## src/rtl/mc_pkg.sv

```systemverilog
// Shared state, opcode and mux-select encodings for the multi-cycle controller.
package mc_pkg;

   typedef enum logic [3:0] {
      ST_FETCH    = 4'd0,
      ST_DECODE   = 4'd1,
      ST_EXEC_R   = 4'd2,
      ST_R_WB     = 4'd3,
      ST_EXEC_I   = 4'd4,
      ST_I_WB     = 4'd5,
      ST_MEM_ADDR = 4'd6,
      ST_MEM_RD   = 4'd7,
      ST_MEM_WR   = 4'd8,
      ST_BRANCH   = 4'd9,
      ST_LW_WB    = 4'd10
   } state_t;

   localparam logic [5:0] OP_RTYPE = 6'd0;
   localparam logic [5:0] OP_LW    = 6'd35;
   localparam logic [5:0] OP_SW    = 6'd43;
   localparam logic [5:0] OP_ADDI  = 6'd8;
   localparam logic [5:0] OP_BEQ   = 6'd4;

   localparam logic [1:0] ALU_ADD   = 2'b00;
   localparam logic [1:0] ALU_SUB   = 2'b01;
   localparam logic [1:0] ALU_FUNCT = 2'b10;

   localparam logic [1:0] SRCB_RT      = 2'b00;
   localparam logic [1:0] SRCB_FOUR    = 2'b01;
   localparam logic [1:0] SRCB_IMM     = 2'b10;
   localparam logic [1:0] SRCB_IMM_SH2 = 2'b11;

   // States that hold a request on the shared memory and wait for mem_ready.
   function automatic logic is_mem_state(input state_t s);
      return (s == ST_FETCH) || (s == ST_MEM_RD) || (s == ST_MEM_WR);
   endfunction

endpackage

```

## src/rtl/mc_mem_wait_timer.sv

```systemverilog
// Counts wait cycles of an outstanding memory access and flags a bus timeout.
module mc_mem_wait_timer #(
   parameter int MEM_TIMEOUT = 15,
   parameter int CNT_W       = 8
) (
   input  logic clk,
   input  logic reset,
   input  logic i_active,
   input  logic i_ready,
   output logic o_timeout
);

   logic [CNT_W-1:0] r_cnt;

   // A ready on the limit cycle completes the access, so it masks the timeout.
   assign o_timeout = i_active && !i_ready && (r_cnt == CNT_W'(MEM_TIMEOUT));

   always_ff @(posedge clk) begin
      if (reset || !i_active || i_ready || o_timeout) begin
         r_cnt <= '0;
      end else begin
         r_cnt <= r_cnt + CNT_W'(1);
      end
   end

endmodule

```

## src/rtl/mc_control_fsm.sv

```systemverilog
// Multi-cycle main controller: sequences fetch/decode/execute/memory/writeback over a shared datapath.
module mc_control_fsm
   import mc_pkg::*;
#(
   parameter int MEM_TIMEOUT = 15,
   parameter int CNT_W       = 8
) (
   input  logic       clk,
   input  logic       reset,
   input  logic [5:0] ir_op,
   input  logic       mem_ready,
   input  logic       alu_zero,
   output logic       pc_write,
   output logic       pc_write_cond,
   output logic       pc_source,
   output logic       i_or_d,
   output logic       mem_read,
   output logic       mem_write,
   output logic       ir_write,
   output logic       reg_dst,
   output logic       mem_to_reg,
   output logic       reg_write,
   output logic       alu_src_a,
   output logic [1:0] alu_src_b,
   output logic [1:0] alu_op,
   output logic       illegal_op,
   output logic       bus_err,
   output logic [3:0] state_o
);

   state_t r_state;
   state_t w_state_next;
   logic   w_mem_state;
   logic   w_timeout;
   logic   w_op_legal;

   assign w_mem_state = is_mem_state(r_state);
   assign w_op_legal  = ir_op inside {OP_RTYPE, OP_LW, OP_SW, OP_ADDI, OP_BEQ};

   mc_mem_wait_timer #(
      .MEM_TIMEOUT (MEM_TIMEOUT),
      .CNT_W       (CNT_W)
   ) u_wait_timer (
      .clk       (clk),
      .reset     (reset),
      .i_active  (w_mem_state),
      .i_ready   (mem_ready),
      .o_timeout (w_timeout)
   );

   always_ff @(posedge clk) begin
      if (reset) begin
         r_state <= ST_FETCH;
      end else begin
         r_state <= w_state_next;
      end
   end

   always_comb begin
      w_state_next = r_state;
      case (r_state)
         // A fetch timeout simply stays in FETCH so the same PC is requested again.
         ST_FETCH: begin
            if (mem_ready) w_state_next = ST_DECODE;
         end
         ST_DECODE: begin
            case (ir_op)
               OP_RTYPE:     w_state_next = ST_EXEC_R;
               OP_LW, OP_SW: w_state_next = ST_MEM_ADDR;
               OP_ADDI:      w_state_next = ST_EXEC_I;
               OP_BEQ:       w_state_next = ST_BRANCH;
               default:      w_state_next = ST_FETCH;
            endcase
         end
         ST_EXEC_R: w_state_next = ST_R_WB;
         ST_EXEC_I: w_state_next = ST_I_WB;
         ST_MEM_ADDR: begin
            if (ir_op == OP_SW) w_state_next = ST_MEM_WR;
            else                w_state_next = ST_MEM_RD;
         end
         ST_MEM_RD: begin
            if (mem_ready)      w_state_next = ST_LW_WB;
            else if (w_timeout) w_state_next = ST_FETCH;
         end
         ST_MEM_WR: begin
            if (mem_ready || w_timeout) w_state_next = ST_FETCH;
         end
         default: w_state_next = ST_FETCH;
      endcase
   end

   always_comb begin
      pc_write      = 1'b0;
      pc_write_cond = 1'b0;
      pc_source     = 1'b0;
      i_or_d        = 1'b0;
      mem_read      = 1'b0;
      mem_write     = 1'b0;
      ir_write      = 1'b0;
      reg_dst       = 1'b0;
      mem_to_reg    = 1'b0;
      reg_write     = 1'b0;
      alu_src_a     = 1'b0;
      alu_src_b     = SRCB_RT;
      alu_op        = ALU_ADD;
      illegal_op    = 1'b0;
      bus_err       = 1'b0;
      state_o       = ST_FETCH;
      if (!reset) begin
         state_o = r_state;
         bus_err = w_timeout;
         case (r_state)
            ST_FETCH: begin
               mem_read  = 1'b1;
               alu_src_b = SRCB_FOUR;
               ir_write  = mem_ready;
               pc_write  = mem_ready;
            end
            ST_DECODE: begin
               alu_src_b  = SRCB_IMM_SH2;
               illegal_op = !w_op_legal;
            end
            ST_EXEC_R: begin
               alu_src_a = 1'b1;
               alu_op    = ALU_FUNCT;
            end
            ST_R_WB: begin
               reg_dst   = 1'b1;
               reg_write = 1'b1;
            end
            ST_EXEC_I, ST_MEM_ADDR: begin
               alu_src_a = 1'b1;
               alu_src_b = SRCB_IMM;
            end
            ST_I_WB: reg_write = 1'b1;
            ST_MEM_RD: begin
               mem_read = 1'b1;
               i_or_d   = 1'b1;
            end
            ST_MEM_WR: begin
               mem_write = 1'b1;
               i_or_d    = 1'b1;
            end
            ST_LW_WB: begin
               mem_to_reg = 1'b1;
               reg_write  = 1'b1;
            end
            // Conditional PC load is qualified with the compare result here.
            ST_BRANCH: begin
               alu_src_a     = 1'b1;
               alu_op        = ALU_SUB;
               pc_source     = 1'b1;
               pc_write_cond = alu_zero;
            end
            default: ;
         endcase
      end
   end

endmodule

```

## config.mk

```make
export PLATFORM = sky130hd
export DESIGN_NAME = mc_control_fsm
export DESIGN_NICKNAME = d
export VERILOG_FILES = /design/src/rtl/mc_pkg.sv /design/src/rtl/mc_mem_wait_timer.sv /design/src/rtl/mc_control_fsm.sv
export SDC_FILE = /design/constraint.sdc
export NUM_CORES = 1
export LEC_CHECK = 0
export CAP_MARGIN = 5
export CORE_ASPECT_RATIO = 1.1
export CORE_MARGIN = 2
export CORE_UTILIZATION = 47
export DETAILED_ROUTE_END_ITERATION = 7
export GPL_ROUTABILITY_DRIVEN = 0
export PLACE_DENSITY_LB_ADDON = 0.12
export SLEW_MARGIN = 20
export SYNTH_ARGS = -nofsm -noshare
export SYNTH_HDL_FRONTEND = slang
export SYNTH_SLANG_ARGS = --single-unit
```

## constraint.sdc

```tcl
create_clock -name clk -period 4.8 [get_ports clk]
set_input_delay 0.48 -clock clk [delete_from_list [all_inputs] [get_ports clk]]
set_output_delay 0.48 -clock clk [all_outputs]
set_load 0.005 [all_outputs]
```

# Word level (Yosys, flattened, before mapping)
# Index checks and enable logic that the tools add are counted.
[totals] reg_bits=12 wordCells=77
[op_classes] add_sub_neg=1 mux=35 eq_ne=18 n_reduce_logical=21
[op_table] cell="4-bit one-hot mux with 7 select lines" count=1
[op_table] cell="4-bit 2-to-1 mux" count=6
[op_table] cell="1-bit 2-to-1 mux" count=23
[op_table] cell="4-bit by 3-bit == test with 1-bit output (second input constant)" count=4
[op_table] cell="4-bit one-hot mux with 4 select lines" count=1
[op_table] cell="4-bit == test (second input constant)" count=3
[op_table] cell="6-bit == test (second input constant)" count=2
[op_table] cell="8-bit by 1-bit adder with 8-bit output (second input constant)" count=1
[op_table] cell="4-bit by 2-bit == test with 1-bit output (second input constant)" count=2
[op_table] cell="8-bit by 4-bit == test with 1-bit output (second input constant)" count=1
[op_table] cell="2-bit OR reduction" count=4
[op_table] cell="6-bit by 3-bit == test with 1-bit output (second input constant)" count=1
[op_table] cell="6-bit by 4-bit == test with 1-bit output (second input constant)" count=1
[op_table] cell="6-bit zero test" count=1
[op_table] cell="1-bit logical OR" count=6
[op_table] cell="2-bit one-hot mux with 3 select lines" count=1
[op_table] cell="5-bit nonzero test" count=1
[op_table] cell="4-bit by 1-bit == test with 1-bit output (second input constant)" count=1
[op_table] cell="4-bit zero test" count=1
[op_table] cell="2-bit 2-to-1 mux" count=2
[op_table] cell="2-bit one-hot mux with 2 select lines" count=1
[op_table] cell="4-bit OR reduction" count=1
[op_table] cell="1-bit zero test" count=3
[op_table] cell="3-bit by 2-bit != test with 1-bit output (second input constant)" count=1
[op_table] cell="other kinds (5)" count=6

# Depth between registers and ports, before layout
[logic_depth] ltp_word=8 depth_mapped=5 ltp_nobuf=5

# Cells and area by module
# From an unflattened synthesis, not the netlist that was laid out.
[hier_totals] hier_cells=133 hier_area_um2=1002.2
[modules_own_cells] module="mc_control_fsm" seq_area_each_um2=80.1 n_inst=1 cells_per_inst=91 area_each_um2=614.3
[modules_own_cells] module="mc_mem_wait_timer" seq_area_each_um2=160.2 n_inst=1 cells_per_inst=42 area_each_um2=387.9

# Least setup slack after synthesis
# OpenSTA, ideal clock, no wires.
[synth_timing] path_type="flip-flop to output port" start="register r_state[0]" end="output bus_err" required_time_ns=4.320 stages_incl_launch_ff=6 path_slack_ns=2.986 t_arrival_ns=1.334 cell_sequence="dfxtp_1 > buf_4 > or3_1 > a21oi_1 > nand2_1 > nor2_1"
[synth_between] elab_chain_len=6 word_cells_on_any_way=8 classes_between="2 x eq/ne; 1 x mux; 5 x reduce/logical"
[synth_lines] item="start: declaration" line="mc_control_fsm.sv:31" rtl="state_t r_state;"
[synth_lines] item="start signal: assignment" line="mc_control_fsm.sv:55" rtl="r_state <= w_state_next;"
[synth_lines] item="4-bit by 3-bit == test with 1-bit output / 4-bit zero test (equally long branches)" line="mc_pkg.sv:35" rtl="return (s == ST_FETCH) || (s == ST_MEM_RD) || (s == ST_MEM_WR);"
[synth_lines] item="1-bit logical OR" line="mc_pkg.sv:35"
[synth_lines] item="1-bit logical OR (*)" line="mc_pkg.sv:35"
[synth_lines] item="1-bit logical AND (*) (2 in a row)" line="mc_mem_wait_timer.sv:16" rtl="assign o_timeout = i_active && !i_ready && (r_cnt == CNT_W'(MEM_TIMEOUT));"
[synth_lines] item="1-bit 2-to-1 mux (*)" line="mc_control_fsm.sv:109" rtl="if (!reset) begin"
[synth_lines] item="end: declaration" line="mc_control_fsm.sv:27" rtl="output logic bus_err,"
# Mark *: on every way between the ends. The rest lies on a longest branch, timed or not.

# Final worst setup path
# Same ends and word-level chain as after synthesis.

==> results.sh <==
export IMPL_status="finished clean"
export IMPL_cts_root_buf="clkbuf_4"
export IMPL_postCtsSetupBuffers=0
export IMPL_die_h_um=49.7
export IMPL_core_sq_um=1780
export IMPL_grt_overflow_total=0
export IMPL_start_util_pct=50.1
export IMPL_final_cell_mix="30 x clkdlybuf4s50_1, 23 x nor2_1, 14 x nand2_1"
export IMPL_numCtsBuffers=3
export IMPL_p_clk_share_pct=30.1
export IMPL_grt_first_pass_wirelength_mm=3.60
export IMPL_synth_edf_count=0
export IMPL_synth_cell_types=41
export IMPL_routed_via_density=5.66
export IMPL_fin_crit_ns=2.84
export IMPL_area_growth_syn_to_layout_pct=34.4
export IMPL_netSwitchingFraction_pct=28.9
export IMPL_worstMarginPinSlew_ns=0.553
export IMPL_comb_power_share_pct=26.4
export IMPL_layout_drive_gt1_share_pct=3.95
export IMPL_grt_antenna_before_repair=0
export IMPL_clock_latency_ns=0.27
export IMPL_cp_data_required_time_ns=4.32
export IMPL_p_int_uw=186
export IMPL_syn_avg_cell_area_sq_um=7.08
export IMPL_wirelength_mm=2.03
export IMPL_drv_slew=0
export IMPL_cts_clk_slew_worst_paths_ns=0.07
export IMPL_switching_power_uw=75.7
export IMPL_die_area_sq_um=2260
export IMPL_die_x_um=45.5
export IMPL_seqPwrFrac_pct=43.4
export IMPL_ys_ff_latch=12
export IMPL_path_class="flip-flop to primary output"
export IMPL_post_dp_hpwl_mm=1.59
export IMPL_first_pass_iters=4
export IMPL_grt_pass1_vias=856
export IMPL_peakVddDrop_uv=209
export IMPL_ys_warn_count=0
export IMPL_fmax_ghz=0.353
export IMPL_syn_cell_area_sq_um=892
export IMPL_clock_skew_ns=0.00101
export IMPL_r2r_slack_ns=2.87
export IMPL_p_total_uw=262
export IMPL_layout_commonest_cell="clkdlybuf4s50_1"
export IMPL_rsz0062_at_grt="false"
export IMPL_power_leakage_nw=0.431
export IMPL_max_slew_margin_pct=63.1
export IMPL_cts_tree="built"
export IMPL_powerDensity_nw_per_um2=219
export IMPL_clock_sinks=12
export IMPL_wl_per_cell_um=12.0
export IMPL_synthFlopType="dfxtp_1"
export IMPL_hold_path_class="flip-flop to flip-flop"
export IMPL_io_pins=31
export IMPL_row_count=16
export IMPL_layout_nets=164
export IMPL_antennaDiodeCount=0
export IMPL_drc=0
export IMPL_cts_buffer_depth=2
export IMPL_cts_resized=0
export IMPL_ys_async_sr_fraction_pct=0
export IMPL_crit_fanout=19
export IMPL_drv_cap=0
export IMPL_numPortBuffers=30
export IMPL_holdWs_ns=0.453
export IMPL_cp_end_kind="primary output"
export IMPL_track_usage_pct=20.8
export IMPL_grt_start_max_net_pins=20
export IMPL_htreeDepth=1
export IMPL_hold_violations=0
export IMPL_fin_crit_sh_pct=59.1
export IMPL_arrival_ns=2.36
export IMPL_netlist_instances=126
export IMPL_yosysSeqAreaShare_pct=26.9
export IMPL_syn_nets=137
export IMPL_ant_nets=0
export IMPL_hold_buffers=0
export IMPL_start_kind="flip-flop"
export IMPL_setup_tns_ns=0
export IMPL_setup_viol=0
export IMPL_num_vias=962
export IMPL_drtIter0Drc=22
==> cell usage after synthesis, drive strengths merged, types with 4 or more instances <==
cell | instances | area, sq um
inv | 5 | 18.8
dfxtp | 12 | 240
nor3 | 6 | 30.0
nor2 | 23 | 86.3
buf | 5 | 41.3
nand2 | 14 | 52.6
nand3 | 7 | 35.0
xnor2 | 4 | 35.0
==> metrics by stage <==
step,instance area (sq um),instances,worst slack (ns),util [%]
floorplan,892,126,2.99,-
global placement,1160,166,2.10,65.2
detailed placement,1160,166,2.05,65.2
CTS,1200,170,1.96,67.3
global route,1200,170,1.73,67.3
finish,1200,170,1.96,67.3
==> registers in the layout (all words and copies together), names as in the netlist <==
register / flops
u_wait_timer.r_cnt: 8
r_state: 4
==> layer usage <==
layer | up-vias | part of all wire (%) | global-route usage, %
met5 | - | 0 | 0
met4 | 0 | 0.84 | 3.92
met3 | 4 | 6.4 | 6.23
met2 | 34 | 46 | 31.2
met1 | 429 | 46 | 29.1
li1 | 495 | - | -
==> path summary, 6_finish.rpt <==
kind	end	cells past startpoint	start
setup / recovery	bus_err	5	r_state[0]
hold / removal	u_wait_timer.r_cnt[0]	1	u_wait_timer.r_cnt[0]
setup reg to reg	r_state[3]	4	r_state[0]
hold reg to reg	u_wait_timer.r_cnt[0]	1	u_wait_timer.r_cnt[0]
==> layout make-up <==
class                           instances  area [sq um]
Fill cell                             161           583
Sequential cell                        12           240
Timing Repair Buffer                   30           300
Tap cell                               18          22.5
Clock buffer                            4          36.3
Multi-Input combinational cell        101           581
Inverter                                5          18.8
==> critical path: stages, from the launching register on <==
cell,delay (ns)
dfxtp_1,0.49
or3_1,0.48
a21oi_1,0.32
nand2_1,0.17
nor2_1,0.12
clkdlybuf4s50_1,0.50
==> power groups by stage <==
stage / clock (mW) / combinational [mW] / sequential (mW)
2_1_floorplan: 0 / 0.0488 / 0.107
3_3_place_gp: 0 / 0.0680 / 0.116
3_5_place_dp: 0 / 0.0691 / 0.117
4_1_cts: 0.0807 / 0.0694 / 0.114
5_1_grt: 0.0861 / 0.0781 / 0.116
6_report: 0.0790 / 0.0692 / 0.114
==> cells by family after synthesis <==
group | after synthesis | synth area share [%]
xor gates and xnor gates | 7 | 6.87
buffers and inverters | 13 | 7.99
DFF | 12 | 26.9
adders and majority gates | 1 | 1.40
and+or+nand+nor | 74 | 41.5
AOI/OAI and AO/OA | 19 | 15.3
Note: power is estimated with default switching activity, not from simulation.
